## src/rtl/vga_dac_out.sv

```systemverilog
// VGA DAC output stage: widens 8-bit palette colour to 4:4:4 through a fixed 2-cycle pipeline, blanking for a settle period.
// Optional scanline dimming is compiled in when VGA_SCANLINE_DIM_EN is defined.
module vga_dac_out #(
    parameter int unsigned SETTLE_FRAMES = 2
) (
    input  logic       clk24,
    input  logic       reset_n,
    input  logic       video_en,
    input  logic       scanline_on,
    input  logic [7:0] realcolor,
    input  logic       hsync_in,
    input  logic       vsync_in,
    output logic [3:0] vga_r,
    output logic [3:0] vga_g,
    output logic [3:0] vga_b,
    output logic       vga_hs,
    output logic       vga_vs,
    output logic       running
);
    typedef enum logic [1:0] {BLANK, SETTLE, RUN} state_t;
    localparam logic [3:0] SETTLE_N = 4'(SETTLE_FRAMES);

    state_t     state;
    logic [3:0] frame_cnt;
    logic [3:0] frame_cnt_inc;
    logic [7:0] s1_color;
    logic       s1_hs;
    logic       s1_vs;
    logic       vs_fall;
    logic [3:0] r_exp, g_exp, b_exp;
    logic [3:0] r_px, g_px, b_px;

    // NOTE: reset is sampled inside the clocked block, so it only takes effect on a rising edge.
    always_ff @(posedge clk24) begin
        if (!reset_n) begin
            s1_color <= '0;
            s1_hs    <= 1'b1;
            s1_vs    <= 1'b1;
        end else begin
            s1_color <= realcolor;
            s1_hs    <= hsync_in;
            s1_vs    <= vsync_in;
        end
    end

    // The stage-2 syncs hold the previous stage-1 sample, so they double as edge-detect history.
    assign vs_fall       = vga_vs & ~s1_vs;
    assign frame_cnt_inc = (frame_cnt == 4'hF) ? 4'hF : frame_cnt + 4'd1;

    assign r_exp = {s1_color[2:0], s1_color[2]};
    assign g_exp = {s1_color[5:3], s1_color[5]};
    assign b_exp = {s1_color[7:6], s1_color[7:6]};

`ifdef VGA_SCANLINE_DIM_EN
    logic s1_scan;
    logic parity;
    logic hs_fall;
    logic dim;

    assign hs_fall = vga_hs & ~s1_hs;
    assign dim     = s1_scan & parity & (state == RUN);

    // Parity restarts at every frame so the first line after vsync is always even.
    always_ff @(posedge clk24) begin
        if (!reset_n) begin
            s1_scan <= 1'b0;
            parity  <= 1'b0;
        end else begin
            s1_scan <= scanline_on;
            if (vs_fall)
                parity <= 1'b0;
            else if (hs_fall)
                parity <= ~parity;
        end
    end

    assign r_px = dim ? (r_exp >> 1) : r_exp;
    assign g_px = dim ? (g_exp >> 1) : g_exp;
    assign b_px = dim ? (b_exp >> 1) : b_exp;
`else
    logic unused_scanline;
    assign unused_scanline = scanline_on;

    assign r_px = r_exp;
    assign g_px = g_exp;
    assign b_px = b_exp;
`endif

    always_ff @(posedge clk24) begin
        if (!reset_n) begin
            state     <= BLANK;
            frame_cnt <= 4'd0;
            running   <= 1'b0;
        end else if (!video_en) begin
            state     <= BLANK;
            frame_cnt <= 4'd0;
            running   <= 1'b0;
        end else begin
            case (state)
                BLANK: begin
                    if (vs_fall) begin
                        state     <= SETTLE;
                        frame_cnt <= 4'd0;
                    end
                end
                SETTLE: begin
                    if (vs_fall) begin
                        frame_cnt <= frame_cnt_inc;
                        if (frame_cnt_inc == SETTLE_N) begin
                            state   <= RUN;
                            running <= 1'b1;
                        end
                    end
                end
                RUN: begin
                    running <= 1'b1;
                end
                default: begin
                    state   <= BLANK;
                    running <= 1'b0;
                end
            endcase
        end
    end

    // Syncs always pass through; only colour is gated by the settle state.
    always_ff @(posedge clk24) begin
        if (!reset_n) begin
            vga_r  <= 4'd0;
            vga_g  <= 4'd0;
            vga_b  <= 4'd0;
            vga_hs <= 1'b1;
            vga_vs <= 1'b1;
        end else begin
            vga_hs <= s1_hs;
            vga_vs <= s1_vs;
            if (state == RUN) begin
                vga_r <= r_px;
                vga_g <= g_px;
                vga_b <= b_px;
            end else begin
                vga_r <= 4'd0;
                vga_g <= 4'd0;
                vga_b <= 4'd0;
            end
        end
    end
endmodule

```

## config.mk

```make
export PLATFORM = sky130hd
export DESIGN_NAME = vga_dac_out
export DESIGN_NICKNAME = d
export VERILOG_FILES = /design/src/rtl/vga_dac_out.sv
export SDC_FILE = /design/constraint.sdc
export NUM_CORES = 1
export LEC_CHECK = 0
export CAP_MARGIN = 20
export CORE_MARGIN = 1
export CORE_UTILIZATION = 41
export CTS_CLUSTER_DIAMETER = 200
export CTS_CLUSTER_SIZE = 24
export DETAILED_ROUTE_END_ITERATION = 8
export PLACE_DENSITY = 0.83
export SLEW_MARGIN = 20
export SYNTH_ARGS = -nofsm -noshare
export SYNTH_HDL_FRONTEND = slang
export SYNTH_SLANG_ARGS = --single-unit
```

## constraint.sdc

```tcl
create_clock -name clk24 -period 1.5 [get_ports clk24]
set_input_delay 0.3 -clock clk24 [delete_from_list [all_inputs] [get_ports clk24]]
set_output_delay 0.3 -clock clk24 [all_outputs]
set_load 0.005 [all_outputs]
```

==> impl_metrics.tcl <==
set metrics [dict create \
    status "complete, but fails checks" \
    failed_checks "negative setup slack" \
    clockPowerShare_pct 27.9 \
    path_cells "ha_4, nand4b_1, or3_1, o22ai_2, mux2i_1" \
    crit_required_ns 1.76 \
    skew_ns 0.00116 \
    worst_pin_slew_ns 0.319 \
    ctsHoldBuffers 0 \
    n_antenna_cell 0 \
    cts_tree "done" \
    antenna_found_initial 0 \
    die_area_um2 2740 \
    grt_pass1_vias 745 \
    cpMaxStageDelayCell "or3_1" \
    grt_overflow 0 \
    syn-num-nets 122 \
    startpoint_type "register" \
    max_stage_delay_ns 0.39 \
    max_freq_mhz 658 \
    synthToLayoutAreaGrowth_pct 40.0 \
    synth_flop_cell "dfxtp_1" \
    start_util_pct 45.2 \
    finalHoldViolations 0 \
    num_rows 17 \
    h-tree-depth 1 \
    io-pin-count 29 \
    drt_iter0_markers 17 \
    die_x_um 52.3 \
    drive_gt1_share_pct 21.5 \
    avgSynthCellArea_um2 10.1 \
    drtAntennaViolNets 0 \
    whs_ns 0.445 \
    wl_mm 2.02 \
    grt_max_degree 21 \
    relSlewSlack_pct 78.4 \
    period_share_pct 101 \
    first_pass_iters 4 \
    routedWlPerCell_um 12.4 \
    synthArstFlopShare_pct 0 \
    drc 0 \
    power_density_nw_per_um2 802 \
    arrival_ns 1.78 \
    period_minus_slack_ns 1.52 \
    gp_congestion 0.934 \
    clkSinkCount 27 \
    ys_types 30 \
    setup_viol 1 \
    dp_cells 157 \
    max_cap_viol_count 0 \
    cts_root_buf "clkbuf_4" \
    power_switching_uw 262 \
    p_sw_share_pct 22.5 \
    synthesis.area_um2 1040 \
    track_usage_pct 16.2 \
    portBuffers 27 \
    internal-power_uw 904 \
    crit_fanout 3 \
    clkLatencyLatePin_ns 0.32 \
    ys_ff_latch 27 \
    yosysSeqAreaShare_pct 52.0 \
    viasPerCell 5.07 \
    vias 827 \
    layout_setup_ws_ns -0.0203 \
    slew_violations 0 \
    path_class "reg -> reg" \
    seqPwrFrac_pct 63.6 \
    clock_path_buffers 2 \
    clk_pin_slew_worst_paths_ns 0.15 \
    rsz0062_at_grt "yes" \
    dieHeight_um 52.3 \
    netlist_instances 103 \
    layout_common_cells "dfxtp_1 (17), clkdlybuf4s50_1 (17), dfxtp_2 (10), and2_1 (9), dlymetal6s2s_1 (9)" \
    ir_drop_uv 616 \
    synth_edf_count 0 \
    nNetsFinal 155 \
    cts-buffers-inserted 3 \
    dp_hpwl_mm 1.50 \
    finalNonFillerCells 163 \
    nFillCells 183 \
    post-place-ws_ns -0.116 \
    power_frac_comb_pct 8.4 \
    leakage_uw 0.000718 \
    endpoint_kind "register" \
    yosys_warnings 0 \
    core_um2 2300 \
    hold_path_class "reg -> reg" \
    grt_pass1_wl_mm 3.18 \
]
==> sequential cells by signal, summed over array words and instances (netlist names), 2 cells and up <==
register,count
s1_color,8
frame_cnt,4
vga_g,3
vga_r,3
state,2
vga_b,2
==> synthesized netlist by cell type (all sizes together) (2+ instances only) <==
master,instances,area share (%)
buf,4,2.9
a21oi,6,2.9
clkbuf,3,1.1
nor2,3,1.1
and2,10,6.3
or3,2,1.2
and3,8,4.8
ha,5,6.0
o21ai,3,1.4
nand2,8,2.9
nand2b,5,3.0
dfxtp,27,52
inv,2,0.72
nor4,2,1.2
==> cells by family after synthesis <==
kind of cell	synth area share, %
AND/OR/NAND/NOR	24.3
adder cells (fa/ha/maj)	6.02
flip-flops	52.0
buffers and inverters	4.70
AO/OA/AOI/OAI	11.9
multiplexers	0.964
==> per-layer routing <==
metal | GRT usage [%] | vias up | part of all wire [%]
met2 | 27.8 | 17 | 52
met4 | 8.77 | 0 | 1.8
met5 | 0 | - | 0
met1 | 18.5 | 388 | 43
met3 | 3.19 | 4 | 3.0
li1 | - | 418 | -
==> per-stage QoR <==
step / power, uW / cell area [um^2] / setup TNS (ns) / util (%)
4_1_cts: 1180 / 1410 / 0 / 61.2
3_5_place_dp: 852 / 1350 / -0.116 / 58.7
5_1_grt: 1230 / 1450 / -0.232 / 63.3
6_report: 1170 / 1450 / -0.0203 / 63.3
2_1_floorplan: 798 / 1040 / 0 / -
3_3_place_gp: 847 / 1350 / 0 / 58.7
==> power by group through the flow <==
stage	clock, uW	combinational [uW]	sequential [uW]
3_5_place_dp	0	94.5	757
6_report	325	98.4	742
4_1_cts	339	98.2	741
5_1_grt	372	110	744
3_3_place_gp	0	91.1	756
2_1_floorplan	0	42.1	756
==> worst max-delay path, delay by kind of cell (launching register included) <==
kind	cells	cell delay [ns]
DFF	1	0.36
muxes	1	0.19
adders and majority gates	1	0.26
AOI/OAI and AO/OA	1	0.11
and+or+nand+nor	2	0.53
==> what timing repair did <==
action                                  4_1_cts  5_1_grt
pin swaps                                     0        1
setup buffers                                 2        0
gates resized for setup                       8       18
endpoints found under the setup margin        8       16
==> area by class of cell <==
| cell class | instances | area (um^2) | share of cell area, % |
|---|---|---|---|
| timing repair buffer | 35 | 352 | 24.2 |
| clock inverter | 1 | 8.76 | 0.602 |
| sequential | 27 | 553 | 38.0 |
| inverter | 2 | 7.51 | 0.516 |
| multi-input combinational | 67 | 475 | 32.7 |
| clock buffer | 3 | 22.5 | 1.55 |
| tap | 28 | 35.0 | 2.41 |
==> worst paths after layout <==
| kind | start | endpoint | slack (ns) | cells after the start |
|---|---|---|---|---|
| max | frame_cnt[1] | running | -0.02 | 5 |
| min | s1_hs | vga_hs | 0.44 | 1 |
| min reg2reg | s1_hs | vga_hs | 0.44 | 1 |
| max reg2reg | frame_cnt[1] | running | -0.02 | 5 |
Note: power is estimated with default switching activity, not from simulation.
